## src/rtl/dmem_arbiter_if.sv

```systemverilog
// Requester-side bus for the data-memory arbiter: one access channel
// (request fields, same-cycle grant, 1-cycle-later load return).
interface dmem_arbiter_if;
    logic        req;
    logic        we;
    logic [2:0]  funct3;
    logic [31:0] addr;
    logic [31:0] wdata;
    logic        gnt;
    logic        rvalid;
    logic [31:0] rdata;

    // The requester drives the access and watches grant/return data.
    modport master (
        output req, we, funct3, addr, wdata,
        input  gnt, rvalid, rdata
    );

    // The arbiter sees the access and answers with grant/return data.
    modport slave (
        input  req, we, funct3, addr, wdata,
        output gnt, rvalid, rdata
    );
endinterface

```

## src/rtl/dmem_arbiter.sv

```systemverilog
// Two-requester arbiter in front of the single data-memory/MMIO port.
// Requester 0 is the CPU load/store unit, requester 1 a DMA/debug master.
// One access per cycle is granted combinationally and forwarded unchanged;
// load data (1-cycle latency) is routed back to whichever requester issued it.
module dmem_arbiter #(
    parameter int unsigned CPU_MAX_WAIT = 4
) (
    input  logic          clk,
    input  logic          reset,
    dmem_arbiter_if.slave m0,
    dmem_arbiter_if.slave m1,
    output logic          dmem_wren,
    output logic [2:0]    dmem_funct3,
    output logic [31:0]   dmem_address,
    output logic [31:0]   dmem_data_in,
    input  logic [31:0]   dmem_data_out
);

    localparam logic [3:0] MaxWait = 4'(CPU_MAX_WAIT);

    typedef enum logic {
        OwnerM0 = 1'b0,
        OwnerM1 = 1'b1
    } owner_t;

    owner_t      r_rrLast;
    owner_t      r_rdOwner;
    logic        r_rdPend;
    logic [3:0]  r_waitCnt;

    logic        w_gnt0;
    logic        w_gnt1;
    logic        w_cpuStarved;
    logic        w_rvalid0;
    logic        w_rvalid1;

    // Pick the winner this cycle: a lone requester always wins; on contention a
    // CPU that has waited the maximum wins, otherwise whoever lost last time.
    always_comb begin
        w_cpuStarved = (r_waitCnt == MaxWait);
        w_gnt0       = 1'b0;
        w_gnt1       = 1'b0;
        if (!reset) begin
            if (m0.req && !m1.req) begin
                w_gnt0 = 1'b1;
            end else if (!m0.req && m1.req) begin
                w_gnt1 = 1'b1;
            end else if (m0.req && m1.req) begin
                if (w_cpuStarved || (r_rrLast == OwnerM1)) begin
                    w_gnt0 = 1'b1;
                end else begin
                    w_gnt1 = 1'b1;
                end
            end
        end
    end

    // Forward the granted access untouched; an idle port presents a harmless word load of 0.
    always_comb begin
        dmem_wren    = 1'b0;
        dmem_funct3  = 3'b010;
        dmem_address = '0;
        dmem_data_in = '0;
        if (w_gnt0) begin
            dmem_wren    = m0.we;
            dmem_funct3  = m0.funct3;
            dmem_address = m0.addr;
            dmem_data_in = m0.wdata;
        end else if (w_gnt1) begin
            dmem_wren    = m1.we;
            dmem_funct3  = m1.funct3;
            dmem_address = m1.addr;
            dmem_data_in = m1.wdata;
        end
    end

    // Track round-robin history, the CPU's consecutive lost cycles, and who owns the load in flight.
    always_ff @(posedge clk) begin
        if (reset) begin
            r_rrLast  <= OwnerM1;
            r_waitCnt <= 4'd0;
            r_rdOwner <= OwnerM0;
            r_rdPend  <= 1'b0;
        end else begin
            if (w_gnt0) begin
                r_rrLast <= OwnerM0;
            end else if (w_gnt1) begin
                r_rrLast <= OwnerM1;
            end

            if (m0.req && !w_gnt0) begin
                if (!w_cpuStarved) begin
                    r_waitCnt <= r_waitCnt + 4'd1;
                end
            end else begin
                r_waitCnt <= 4'd0;
            end

            r_rdPend <= (w_gnt0 && !m0.we) || (w_gnt1 && !m1.we);
            if (w_gnt0) begin
                r_rdOwner <= OwnerM0;
            end else if (w_gnt1) begin
                r_rdOwner <= OwnerM1;
            end
        end
    end

    // Steer the returning load word to its owner; a reset landing on the return cycle swallows it.
    always_comb begin
        w_rvalid0 = r_rdPend && !reset && (r_rdOwner == OwnerM0);
        w_rvalid1 = r_rdPend && !reset && (r_rdOwner == OwnerM1);
    end

    assign m0.gnt    = w_gnt0;
    assign m1.gnt    = w_gnt1;
    assign m0.rvalid = w_rvalid0;
    assign m1.rvalid = w_rvalid1;
    assign m0.rdata  = w_rvalid0 ? dmem_data_out : 32'd0;
    assign m1.rdata  = w_rvalid1 ? dmem_data_out : 32'd0;

endmodule

```

## src/flat_wrapper.sv

```systemverilog
// flat-port wrapper written by rule: the top's interface ports become plain ports
module dmem_arbiter_flat 
#(
    parameter int unsigned CPU_MAX_WAIT = 4
)
  (clk, reset, dmem_wren, dmem_funct3, dmem_address, dmem_data_in, dmem_data_out, m0_req, m0_we, m0_funct3, m0_addr, m0_wdata, m0_gnt, m0_rvalid, m0_rdata, m1_req, m1_we, m1_funct3, m1_addr, m1_wdata, m1_gnt, m1_rvalid, m1_rdata);
  dmem_arbiter_if m0_i ();
  dmem_arbiter_if m1_i ();
  input  logic clk;
  input  logic reset;
  output logic dmem_wren;
  output logic [2:0] dmem_funct3;
  output logic [31:0] dmem_address;
  output logic [31:0] dmem_data_in;
  input  logic [31:0] dmem_data_out;
  input wire logic [$bits(m0_i.req)-1:0] m0_req;
  input wire logic [$bits(m0_i.we)-1:0] m0_we;
  input wire logic [$bits(m0_i.funct3)-1:0] m0_funct3;
  input wire logic [$bits(m0_i.addr)-1:0] m0_addr;
  input wire logic [$bits(m0_i.wdata)-1:0] m0_wdata;
  output wire logic [$bits(m0_i.gnt)-1:0] m0_gnt;
  output wire logic [$bits(m0_i.rvalid)-1:0] m0_rvalid;
  output wire logic [$bits(m0_i.rdata)-1:0] m0_rdata;
  input wire logic [$bits(m1_i.req)-1:0] m1_req;
  input wire logic [$bits(m1_i.we)-1:0] m1_we;
  input wire logic [$bits(m1_i.funct3)-1:0] m1_funct3;
  input wire logic [$bits(m1_i.addr)-1:0] m1_addr;
  input wire logic [$bits(m1_i.wdata)-1:0] m1_wdata;
  output wire logic [$bits(m1_i.gnt)-1:0] m1_gnt;
  output wire logic [$bits(m1_i.rvalid)-1:0] m1_rvalid;
  output wire logic [$bits(m1_i.rdata)-1:0] m1_rdata;
  assign m0_i.req = m0_req;
  assign m0_i.we = m0_we;
  assign m0_i.funct3 = m0_funct3;
  assign m0_i.addr = m0_addr;
  assign m0_i.wdata = m0_wdata;
  assign m0_gnt = m0_i.gnt;
  assign m0_rvalid = m0_i.rvalid;
  assign m0_rdata = m0_i.rdata;
  assign m1_i.req = m1_req;
  assign m1_i.we = m1_we;
  assign m1_i.funct3 = m1_funct3;
  assign m1_i.addr = m1_addr;
  assign m1_i.wdata = m1_wdata;
  assign m1_gnt = m1_i.gnt;
  assign m1_rvalid = m1_i.rvalid;
  assign m1_rdata = m1_i.rdata;
  dmem_arbiter #(.CPU_MAX_WAIT(CPU_MAX_WAIT)) u_core (.clk(clk), .reset(reset), .m0(m0_i), .m1(m1_i), .dmem_wren(dmem_wren), .dmem_funct3(dmem_funct3), .dmem_address(dmem_address), .dmem_data_in(dmem_data_in), .dmem_data_out(dmem_data_out));
endmodule
```

## config.mk

```make
export PLATFORM = sky130hd
export DESIGN_NAME = dmem_arbiter_flat
export DESIGN_NICKNAME = d
export VERILOG_FILES = /design/src/rtl/dmem_arbiter_if.sv /design/src/rtl/dmem_arbiter.sv /design/src/flat_wrapper.sv
export SDC_FILE = /design/constraint.sdc
export NUM_CORES = 1
export LEC_CHECK = 0
export BUFFER_PORTS_ARGS = -buffer_cell sky130_fd_sc_hd__buf_2
export CELL_PAD_IN_SITES_DETAIL_PLACEMENT = 1
export CELL_PAD_IN_SITES_GLOBAL_PLACEMENT = 1
export CORE_AREA = 2 2 119 121
export DETAILED_ROUTE_END_ITERATION = 7
export DIE_AREA = 0 0 121 123
export GPL_TIMING_DRIVEN = 0
export HOLD_SLACK_MARGIN = 0.02
export PLACE_DENSITY_LB_ADDON = 0.1
export RECOVER_POWER = 25
export SETUP_SLACK_MARGIN = 0.5
export SLEW_MARGIN = 20
export SYNTH_ARGS = -nofsm -noshare
export SYNTH_HDL_FRONTEND = slang
export SYNTH_SLANG_ARGS = --single-unit
```

## constraint.sdc

```tcl
create_clock -name clk -period 3.7 [get_ports clk]
set_input_delay 0.555 -clock clk [delete_from_list [all_inputs] [get_ports clk]]
set_output_delay 0.555 -clock clk [all_outputs]
set_load 0.01 [all_outputs]
```

* Word-level counts from Yosys, hierarchy flattened
Index checks and enable logic that the tools add are counted.
Widths: inputs -> output; s select.
** Word-level totals
- Bits in registers :: 7
- Input bits :: 172
- Output and inout bits :: 136
- Logic and storage cells :: 50
** Operators by class
- $add $sub $neg :: 1
- Eq/ne operators :: 1
- Mux-type cells :: 22
- Bitwise gates (word level) :: 2
- Reductions and logical operators :: 20
** Operator list (number)
- $mux 32 :: 6
- $mux 1 :: 14
- $logic_and 1x1->1 :: 9
- $logic_not 1->1 :: 6
- $mux 3 :: 2
- $add 4x1->4 const B :: 1
- $eq 4x3->1 const B :: 1
- $reduce_or 2->1 :: 2
- $logic_or 1x1->1 :: 2
- $not 1->1 :: 2
- $reduce_bool 2->1 :: 1

* Longest topological paths before layout
Gate-level depths: netlist of run 1.
- Depth after elaboration :: 11
- Gate-level depth with buffers :: 7
- Depth with buffers taken out :: 5

* Worst setup path after synthesis of run 1
OpenSTA, ideal clock, no wires.
- Path type :: input-to-output
- From :: input port m0_req
- To :: output port dmem_data_in[10]
- Arrival :: 1.487 ns
- Data required time :: 3.145 ns
- Slack :: 1.658 ns
- Stages :: 6
- Path buffers :: 3
- Path through :: buf_2 -> a21boi_4 -> buf_6 -> buf_4 -> nand3_1 -> a21oi_1
** Between the ends
- Word-level cells in the longest chain between the ends :: 7
- Elaborated cells between the ends (all ways) :: 14
- Those cells by class :: mux (10); reduce/logical (4)
** RTL lines
- from (decl) :: line flat_wrapper.sv:16 : input wire logic [$bits(m0_i.req)-1:0] m0_req;
- $logic_and 1x1->1 / $logic_not 1->1 (equally long branches) :: line dmem_arbiter.sv:48, dmem_arbiter.sv:46
- $mux 1 / $logic_and 1x1->1 (equally long branches) :: line dmem_arbiter.sv:48, dmem_arbiter.sv:46
- $mux 1 :: line dmem_arbiter.sv:46 : end else if (!m0.req && m1.req) begin
- $mux 1 :: line dmem_arbiter.sv:44 : if (m0.req && !m1.req) begin
- $mux 1 :: line dmem_arbiter.sv:43 : if (!reset) begin
- $mux 32 :: line dmem_arbiter.sv:69 : end else if (w_gnt1) begin
- $mux 32 (*) :: line dmem_arbiter.sv:64 : if (w_gnt0) begin
- to (decl) :: line flat_wrapper.sv:14 : output logic [31:0] dmem_data_in;
Every way passes the cells marked *; elsewhere a longest branch is shown, timed or not.

* Worst setup path in the final report of run 1
- From :: register u_core.r_waitCnt[0]
- To :: output port dmem_funct3[1]
** Between the ends
- Word-level cells in the longest chain between the ends :: 9
- Elaborated cells between the ends (all ways) :: 14
- Those cells by class :: eq/ne (1); mux (12); reduce/logical (1)
** RTL lines
- from (decl) :: line dmem_arbiter.sv:29 : logic [3:0] r_waitCnt;
- from (signal assigned) :: line dmem_arbiter.sv:93 : r_waitCnt <= r_waitCnt + 4'd1;
- $eq 4x3->1 (*) :: line dmem_arbiter.sv:40 : w_cpuStarved = (r_waitCnt == MaxWait);
- $logic_or 1x1->1 (*) :: line dmem_arbiter.sv:49 : if (w_cpuStarved || (r_rrLast == OwnerM1)) begin
- $mux 1 :: line dmem_arbiter.sv:49
- $mux 1 :: line dmem_arbiter.sv:48 : end else if (m0.req && m1.req) begin
- $mux 1 :: line dmem_arbiter.sv:46
- $mux 1 :: line dmem_arbiter.sv:44
- $mux 1 :: line dmem_arbiter.sv:43
- $mux 3 :: line dmem_arbiter.sv:69
- $mux 3 (*) :: line dmem_arbiter.sv:64
- to (decl) :: line flat_wrapper.sv:12 : output logic [2:0] dmem_funct3;
Marks and branches as above.

==> results.sh, run 1 <==
export IMPL_p_sw_mw=0.229
export IMPL_final_common_cell="buf_2"
export IMPL_hold_ws_ns=0.567
export IMPL_max_slew_margin_rel=0.581
export IMPL_netlist_area_mm2=0.00225
export IMPL_ys_warnings_count=0
export IMPL_ioPinCount=308
export IMPL_insertion_delay_ns=0.23
export IMPL_final_cell_mix="314 x buf_2, 68 x nand3_1, 68 x a21oi_1, 67 x o211ai_1, 50 x and2_1"
export IMPL_remaining_drc_errors=0
export IMPL_status="complete, no violations"
export IMPL_peakVddDrop_mv=0.108
export IMPL_dpl_hpwl_mm=11.3
export IMPL_antenna_found_initial=0
export IMPL_grt_pass1_vias=3871
export IMPL_fin_skew_ns=0.00158
export IMPL_worstPathRequired_ns=3.14
export IMPL_num_rows=43
export IMPL_dieArea_mm2=0.0149
export IMPL_max_stage_delay_ns=0.54
export IMPL_synth_cell_types=28
export IMPL_maxCapViolCount=0
export IMPL_async_reset_ff_frac=0
export IMPL_die_h_um=123
export IMPL_syn_num_nets=533
export IMPL_worstPathMaxFanout=8
export IMPL_p_leak_nw=2.12
export IMPL_synth_avg_cell_area_um2=6.26
export IMPL_grtUsageTotal=0.166
export IMPL_cp_cell_sequence="inv_1, ha_1, and3b_1, clkbuf_1, o21ai_0, o32a_1, buf_2"
export IMPL_hold_violations=0
export IMPL_final_nets=843
export IMPL_die_w_um=121
export IMPL_wl_per_cell_um=16.1
export IMPL_cp_arrival_ns=2.25
export IMPL_fill_cells=1834
export IMPL_gp_congestion=0.776
export IMPL_drive_above_1_share=0.494
export IMPL_setup_ws_ns=0.898
export IMPL_rsz0062_at_grt="no"
export IMPL_criticalPathCategory="flip-flop to output pin"
export IMPL_cts_buffers=3
export IMPL_viasPerCell=4.67
export IMPL_power_frac_comb=0.570
export IMPL_cts_hold_buf=0
export IMPL_clk_pin_slew_ns=0.04
export IMPL_p_per_area_mw_per_mm2=153
export IMPL_tightestPinTransition_ns=0.627
export IMPL_grt_ovfl_total=0
export IMPL_start_kind="flip-flop"
export IMPL_p_clk_frac=0.300
export IMPL_clockBufferDepth=2
export IMPL_post_place_ws_ns=1.19
export IMPL_cts_sinks=7
export IMPL_synth_yosys_seq_area_share=0.0624
export IMPL_initial_core_util=0.165
export IMPL_cts_htree_levels=1
export IMPL_syn_inst=359
export IMPL_ant_nets=0
export IMPL_synth_flop_cell="dfxtp_1"
export IMPL_worstSetupEndpointType="output pin"
export IMPL_io_buffers=305
export IMPL_wl_mm=13.7
export IMPL_ys_seq_elements=7
export IMPL_swShare=0.369
export IMPL_power_mw=0.620
export IMPL_crit_slowest_cell="o21ai_0"
export IMPL_maxSlewViolCount=0
export IMPL_fin_setup_tns_ns=0
export IMPL_routed_via_count=3967
export IMPL_tritoncts="yes"
export IMPL_grt_max_degree=11
export IMPL_finalCritPeriodShare=0.757
export IMPL_post_cts_buffers=0
export IMPL_synth_edf_count=0
export IMPL_period_minus_slack_ns=2.80
export IMPL_dr_pass1_iters=4
export IMPL_finalSetupViolCount=0
export IMPL_min_path_type="flip-flop to flip-flop"
export IMPL_root_buffer="clkbuf_16"
export IMPL_p_seq_frac=0.130
export IMPL_drtIter0Drc=132
export IMPL_cts_resized=0
export IMPL_grt_pass1_wl_mm=20.2
export IMPL_fmax_mhz=357
export IMPL_synthToLayoutAreaGrowth_pct=80.2
export IMPL_core_area_mm2=0.0136
export IMPL_p_int_mw=0.391
[Yosys cell counts (2+ instances only)]
cell | number | area share
a21oi_1 | 68 | 0.15
and2_1 | 64 | 0.18
and3b_1 | 3 | 0.012
buf_1 | 3 | 0.0050
buf_2 | 22 | 0.049
buf_4 | 8 | 0.027
buf_6 | 3 | 0.015
clkbuf_1 | 17 | 0.028
dfxtp_1 | 7 | 0.062
ha_1 | 2 | 0.011
inv_1 | 3 | 0.0050
mux2i_1 | 2 | 0.0089
nand2_1 | 2 | 0.0033
nand3_1 | 68 | 0.15
nor2_1 | 4 | 0.0067
nor4_1 | 4 | 0.011
o211ai_1 | 67 | 0.22
or2_2 | 2 | 0.0056
[power by group through the flow]
stage	registers, mW	logic, mW	clock network [mW]
after floorplan	0.0812	0.174	0
after global placement	0.0816	0.353	0
after detailed placement	0.0817	0.359	0
after CTS	0.0806	0.361	0.189
after global routing	0.0805	0.394	0.196
final	0.0804	0.353	0.186
[cells by family after synthesis]
logic type,synth area share
flip-flops,0.0624
XOR/XNOR,0.00780
adder cells (fa/ha/maj),0.0111
AO/OA/AOI/OAI,0.398
multiplexers,0.00891
AND/OR/NAND/NOR,0.383
buffers and inverters,0.129
[worst max-delay path: cells and delay by family, from the launching register on]
kind                       cells  cell delay (ns)
AOI/OAI and AO/OA              2             0.78
adders and majority gates      1             0.23
buffers and inverters          3             0.46
DFF                            1             0.35
and+or+nand+nor                1             0.19
[final timing paths]
check                                                       from                      endpoint  slack (ns)  depth (start not counted)
worst max-delay path            u_core.r_waitCnt[0]$_SDFFE_PP0N_                dmem_funct3[1]        0.90                          7
worst min-delay path                u_core.r_rrLast$_SDFFE_PP1P_  u_core.r_rrLast$_SDFFE_PP1P_        0.57                          2
worst max register to register  u_core.r_waitCnt[0]$_SDFFE_PP0N_    u_core.r_rdPend$_SDFF_PP0_        1.71                          6
worst min register to register      u_core.r_rrLast$_SDFFE_PP1P_  u_core.r_rrLast$_SDFFE_PP1P_        0.57                          2
[per-stage QoR]
stage / util / cells / instance area, um2
2_1_floorplan: - / 359 / 2250
3_3_place_gp: 0.294 / 844 / 4000
3_5_place_dp: 0.294 / 844 / 4000
4_1_cts: 0.300 / 848 / 4080
5_1_grt: 0.297 / 848 / 4050
6_report: 0.297 / 849 / 4050
[flip-flops by register name, indices dropped and copies added, names as in the netlist]
name,flops
u_core.r_waitCnt,4
u_core.r_rrLast,1
u_core.r_rdOwner,1
u_core.r_rdPend,1
[layout make-up]
class	count	area, um2	area share
Multi-Input combinational cell	296	1810	0.446
Timing Repair Buffer	305	1510	0.374
Buffer	53	272	0.0671
Tap cell	180	225	0.0556
Sequential cell	7	140	0.0346
Clock buffer	4	78.8	0.0195
Inverter	3	11.3	0.00278
Antenna cell	1	2.50	0.000618
[layer usage]
layer  global-route usage  wire length [um]  vias to the layer above
met5                    0                 0                        -
met4               0.0189                42                        0
met3               0.0364               996                        5
met2                0.327              7290                      153
met1                0.187              5330                     1860
li1                     -                 -                     1949
Power figures use the tool's default switching activity.
==> run 2, diff against run 1 <==
ABC_AREA = 1   (was unset)
clock period = 2.9 ns   (was 3.7 ns; I/O delays follow)
==> run 2 against run 1 <==
Cell area fell by 11%. Clock power rose by 25%. Synthesized cell count rose by 7.2%.
==> results.sh, run 2 <==
export IMPL_grtUsageMet2=0.314
export IMPL_fill_cells=1928
export IMPL_multiInputGateArea_mm2=0.00129
export IMPL_p_per_area_mw_per_mm2=218
export IMPL_seq_area_um2=140
export IMPL_async_reset_ff_frac=0
export IMPL_die_w_um=121
export IMPL_status="complete, no violations"
export IMPL_fin_setup_tns_ns=0
export IMPL_cts_sinks=7
export IMPL_met3_usage=0.0558
export IMPL_finalSetupViolCount=0
export IMPL_fin_cells=878
export IMPL_grt_ovfl_total=0
export IMPL_drive_above_1_share=0.436
export IMPL_syn_num_nets=559
export IMPL_synthTopCellsByCount="139 x nand2_1, 73 x nand3_1, 73 x nor2_1"
export IMPL_viasPerCell=4.05
export IMPL_synth_area_leaders="nand2_1 30%, nand3_1 21%, nor2_1 16%"
export IMPL_peakVddDrop_mv=0.135
export IMPL_die_h_um=123
export IMPL_gp_congestion=0.745
export IMPL_syn_inst=385
export IMPL_dieArea_mm2=0.0149
export IMPL_worstPathRequired_ns=2.47
export IMPL_synth_area_leader_cell="nand2_1"
export IMPL_top_usage_layer="met2"
export IMPL_ff2ff_setup_slack_ns=1.27
export IMPL_fin_skew_ns=0.000350
export IMPL_tritoncts="yes"
export IMPL_wl_per_cell_um=14.4
export IMPL_criticalPathCategory="flip-flop to output pin"
export IMPL_fmax_mhz=410
export IMPL_maxSlewViolCount=0
export IMPL_clockBufferDepth=2
export IMPL_drtIter0Drc=70
export IMPL_synth_cell_types=20
export IMPL_cts_buffers=3
export IMPL_synth_flop_cell="dfxtp_1"
export IMPL_min_path_type="input pin to flip-flop"
export IMPL_use_met1=0.142
export IMPL_grt_pass1_wl_mm=17.9
export IMPL_grt_pass1_vias=3588
export IMPL_synth_yosys_seq_area_share=0.0794
export IMPL_final_nets=873
export IMPL_root_buffer="clkbuf_16"
export IMPL_synth_edf_count=0
export IMPL_ant_nets=0
export IMPL_start_kind="flip-flop"
export IMPL_worstSetupEndpointType="output pin"
export IMPL_clk_pin_slew_ns=0.04
export IMPL_grt_max_degree=11
export IMPL_hold_ws_ns=0.429
export IMPL_yosysMostFrequentCell="nand2_1"
export IMPL_grtUsageTotal=0.152
export IMPL_dp_cells=872
export IMPL_cp_arrival_ns=2.00
export IMPL_netlist_area_mm2=0.00176
export IMPL_synth_avg_cell_area_um2=4.58
export IMPL_tightestPinTransition_ns=0.485
export IMPL_antenna_found_initial=0
export IMPL_p_leak_nw=2.50
export IMPL_dr_pass1_iters=4
export IMPL_worstPathMaxFanout=10
export IMPL_ys_seq_elements=7
export IMPL_ioPinCount=308
export IMPL_core_area_mm2=0.0136
export IMPL_diodes=0
export IMPL_finalCritPeriodShare=0.840
export IMPL_ys_warnings_count=0
export IMPL_max_slew_margin_rel=0.677
export IMPL_num_rows=43
export IMPL_cts_htree_levels=1
export IMPL_initial_core_util=0.130
export IMPL_insertion_delay_ns=0.23
export IMPL_routed_via_count=3558
export IMPL_period_minus_slack_ns=2.44
export IMPL_wl_mm=12.6
export IMPL_hold_violations=0
export IMPL_synth_top_area_share=0.296
export IMPL_final_common_cell="buf_2"
export IMPL_regMostFlops="u_core.r_waitCnt"
export IMPL_largest_reg_flops=4
export IMPL_maxCapViolCount=0
export IMPL_remaining_drc_errors=0
export IMPL_rsz0062_at_grt="no"
export IMPL_final_cell_mix="287 x buf_2, 140 x nand2_1, 73 x nor2_1, 73 x nand3_1, 48 x inv_1"
export IMPL_io_buffers=307
export IMPL_synthToLayoutAreaGrowth_pct=104
export IMPL_dpl_hpwl_mm=11.2
==> run 2: cell count changes after synthesis, sizes merged, moves of 46 or more <==
cell and change:
nand2 +139, a21oi -66, inv +46, and2 -64, nor2 +69, o211ai -67
==> run 2: per-stage QoR <==
step                utilization  power (mW)  setup slack [ns]  instance area [um2]
finish                    0.264       0.784             0.463                 3600
global route              0.264       0.850             0.321                 3600
CTS                       0.266       0.797             0.531                 3610
detailed placement        0.259       0.555             0.621                 3530
global placement          0.259       0.546             0.691                 3530
floorplan                     -       0.303              1.14                 1760
==> run 2: layout make-up <==
type	count	share of cell area
well taps	180	0.0626
repair buffers	309	0.422
flip-flops and latches	7	0.0389
plain buffers	28	0.0452
multi-input cells	301	0.358
inverters	49	0.0518
clock buffers	4	0.0219
==> run 2: cell families after synthesis <==
logic type               after synthesis  synth area share
AND/OR/NAND/NOR                      292             0.694
buffers and inverters                 77             0.189
flip-flops                             7            0.0794
AO/OA/AOI/OAI                          5            0.0142
XOR/XNOR                               2           0.00993
adder cells (fa/ha/maj)                2            0.0142
==> run 2: worst max-delay path, cell delays in order (launching register included) <==
cell     delay, ns
dfxtp_1       0.34
inv_1         0.07
ha_1          0.21
nand3_4       0.12
nand2_1       0.23
nand3_2       0.14
inv_4         0.11
buf_8         0.14
buf_6         0.14
nand2_1       0.07
nand2_1       0.07
buf_2         0.14
==> run 2: repair_timing <==
item	in CTS	in global routing
endpoints found under the hold margin	0	0
gates cloned	0	0
resized for setup	3	7
buffers inserted	0	2
setup endpoints to repair	32	55
hold buffers	0	0
pin swaps	0	1
==> run 2: final timing paths <==
check                                   startpoint                       endpoint  cells past startpoint
setup / recovery  u_core.r_waitCnt[0]$_SDFFE_PP0N_                dmem_data_in[1]                     11
hold / removal                               m0_we     u_core.r_rdPend$_SDFF_PP0_                      2
setup reg to reg  u_core.r_waitCnt[0]$_SDFFE_PP0N_     u_core.r_rdPend$_SDFF_PP0_                      8
hold reg to reg      u_core.r_rdOwner$_SDFFE_PP0P_  u_core.r_rdOwner$_SDFFE_PP0P_                      2
==> run 2: metal layers <==
metal,vias to the layer above,routed length (um)
met3,6,1510
met1,1574,4200
met4,0,97
met5,-,0
met2,184,6820
li1,1794,-
==> run 2: report_power, final <==
group          leakage (nW)  switching, mW  internal (mW)
combinational          2.41          0.250          0.198
clock                0.0382         0.0506          0.183
sequential           0.0571        0.00247          0.100
total                  2.50          0.303          0.481
==> run 3, diff against run 2 <==
clock period = 2.3 ns   (was 2.9 ns; I/O delays follow)
==> run 3 against run 2 <==
Power rose by 45%. Combinational power up 60%. Critical path type unchanged. Final cell count grew 2.4%. Core utilization up 5.2 points. Largest power group unchanged. Sequential power is 25% higher.
==> results.sh, run 3 (same netlist as run 2, synthesis figures left out) <==
export IMPL_worstPathRequired_ns=1.96
export IMPL_wl_per_cell_um=15.0
export IMPL_die_w_um=121
export IMPL_wl_mm=13.5
export IMPL_p_seq_frac=0.113
export IMPL_max_slew_margin_rel=0.772
export IMPL_fin_setup_tns_ns=0
export IMPL_ant_nets=0
export IMPL_routed_via_count=3711
export IMPL_cts_buffers=3
export IMPL_remaining_drc_errors=0
export IMPL_r2r_end="u_core.r_rdPend$_SDFF_PP0_"
export IMPL_swShare=0.382
export IMPL_cp_common_cell="nand2_8"
export IMPL_min_path_type="input pin to flip-flop"
export IMPL_crit_family="simple AND/OR/NAND/NOR gates"
export IMPL_num_rows=43
export IMPL_ioPinCount=308
export IMPL_grt_pass1_vias=3743
export IMPL_max_stage_delay_ns=0.35
export IMPL_cp_arrival_ns=1.70
export IMPL_cts_htree_levels=1
export IMPL_crit_buf_inv=3
export IMPL_cts_hold_buf=0
export IMPL_fill_cells=1885
export IMPL_largest_reg_flops=4
export IMPL_drtIter0Drc=45
export IMPL_period_minus_slack_ns=2.04
export IMPL_dr_pass1_iters=4
export IMPL_worstPathMaxFanout=9
export IMPL_tritoncts="yes"
export IMPL_placed_area_mm2=0.00353
export IMPL_fmax_mhz=490
export IMPL_gp_congestion=0.745
export IMPL_regMostFlops="u_core.r_waitCnt"
export IMPL_rsz0062_at_grt="yes"
export IMPL_criticalPathCategory="flip-flop to output pin"
export IMPL_power_frac_comb=0.628
export IMPL_clk_pin_slew_ns=0.04
export IMPL_p_leak_nw=2.80
export IMPL_finalCritPeriodShare=0.888
export IMPL_core_area_mm2=0.0136
export IMPL_synthToLayoutAreaGrowth_pct=144
export IMPL_grt_ovfl_total=0
export IMPL_fin_area_mm2=0.00431
export IMPL_worstSetupEndpoint="dmem_address[0]"
export IMPL_peakVddDrop_mv=0.168
export IMPL_p_sw_mw=0.434
export IMPL_dpl_hpwl_mm=11.2
export IMPL_die_h_um=123
export IMPL_fin_skew_ns=0.000728
export IMPL_maxSlewViolCount=0
export IMPL_finalSetupViolCount=0
export IMPL_grt_pass1_wl_mm=18.7
export IMPL_root_buffer="clkbuf_16"
export IMPL_final_common_cell="buf_2"
export IMPL_reg2reg_from="u_core.r_waitCnt[0]$_SDFFE_PP0N_"
export IMPL_critPathLaunch="u_core.r_waitCnt[0]$_SDFFE_PP0N_"
export IMPL_antenna_found_initial=0
export IMPL_initial_core_util=0.130
export IMPL_clockBufferDepth=2
export IMPL_grtUsageTotal=0.159
export IMPL_p_clk_frac=0.259
export IMPL_status="complete, no violations"
export IMPL_ff2ff_setup_slack_ns=0.92
export IMPL_final_cell_mix="267 x buf_2, 78 x nand2_1, 73 x nand3_1, 71 x nor2_1, 54 x nand2_2"
export IMPL_worstSetupEndpointType="output pin"
export IMPL_cp_cell_sequence="inv_4, ha_4, nand3_4, nand2_8, nand2_8, clkbuf_1, nand3_1, nand2_2, buf_6"
export IMPL_tightestPinTransition_ns=0.339
export IMPL_maxCapViolCount=0
export IMPL_dieArea_mm2=0.0149
export IMPL_grt_max_degree=11
export IMPL_cts_sinks=7
export IMPL_viasPerCell=4.13
export IMPL_insertion_delay_ns=0.23
export IMPL_io_buffers=307
export IMPL_start_kind="flip-flop"
export IMPL_p_per_area_mw_per_mm2=264
export IMPL_p_int_mw=0.702
export IMPL_hold_violations=0
export IMPL_drive_above_1_share=0.575
export IMPL_reg2regPathDepth=8
export IMPL_crit_slowest_cell="dfxtp_4"
export IMPL_final_nets=893
export IMPL_cp_depth=9
-- run 3: cell types whose count changed in the layout (fill, tap and decap cells not counted), moves of 3 or more --
cell	change
buf_1	-4
buf_2	-20
buf_4	+15
buf_6	+25
buf_8	+4
clkbuf_1	-15
clkbuf_2	+10
inv_1	-3
nand2_1	-62
nand2_2	+54
nand2_4	+6
-- run 3: power by group through the flow --
stage | Sequential (mW) | Combinational [mW] | Clock (mW)
finish | 0.129 | 0.714 | 0.294
global route | 0.129 | 0.782 | 0.310
CTS | 0.129 | 0.662 | 0.301
detailed placement | 0.132 | 0.568 | 0
global placement | 0.131 | 0.557 | 0
floorplan | 0.131 | 0.251 | 0
-- run 3: per-stage QoR --
step	utilization	setup WS, ns	std cells	hold WS (ns)	total power, mW
floorplan	-	0.635	385	0.450	0.382
global placement	0.259	0.192	872	0.465	0.688
detailed placement	0.259	0.132	872	0.497	0.700
CTS	0.296	0.277	888	0.336	1.09
global route	0.316	0.124	898	0.381	1.22
finish	0.316	0.258	899	0.339	1.14
-- run 3: worst min-delay path by stage --
stage               cells past startpoint                     startpoint  slack, ns                       endpoint
floorplan                               2   u_core.r_rrLast$_SDFFE_PP1P_       0.45   u_core.r_rrLast$_SDFFE_PP1P_
global placement                        2   u_core.r_rrLast$_SDFFE_PP1P_       0.46   u_core.r_rrLast$_SDFFE_PP1P_
detailed placement                      2  u_core.r_rdOwner$_SDFFE_PP0P_       0.50  u_core.r_rdOwner$_SDFFE_PP0P_
CTS                                     2                          m0_we       0.34     u_core.r_rdPend$_SDFF_PP0_
global route                            2                          m0_we       0.38     u_core.r_rdPend$_SDFF_PP0_
finish                                  2                          m0_we       0.34     u_core.r_rdPend$_SDFF_PP0_
-- run 3: final cells by class --
cell class	count	area (um2)	share of cell area
multi-input cells	301	1530	0.354
plain buffers	28	235	0.0546
well taps	180	225	0.0523
repair buffers	329	1900	0.442
clock buffers	4	78.8	0.0183
inverters	49	191	0.0444
flip-flops and latches	7	145	0.0337
diodes	1	2.50	0.000581
-- run 3: repair_timing --
item                                    CTS  global route
setup buffers                             8             7
resized for setup                        98            82
endpoints found under the setup margin  129           126
pin swaps                                 2             7
gates cloned                              4             3
-- run 3: routing by layer --
metal	track usage	vias to the layer above	wire, um
met1	0.148	1677	4500
met2	0.329	187	7400
met3	0.0554	8	1460
li1	-	1839	-
met4	0.0327	0	153
met5	0	-	0
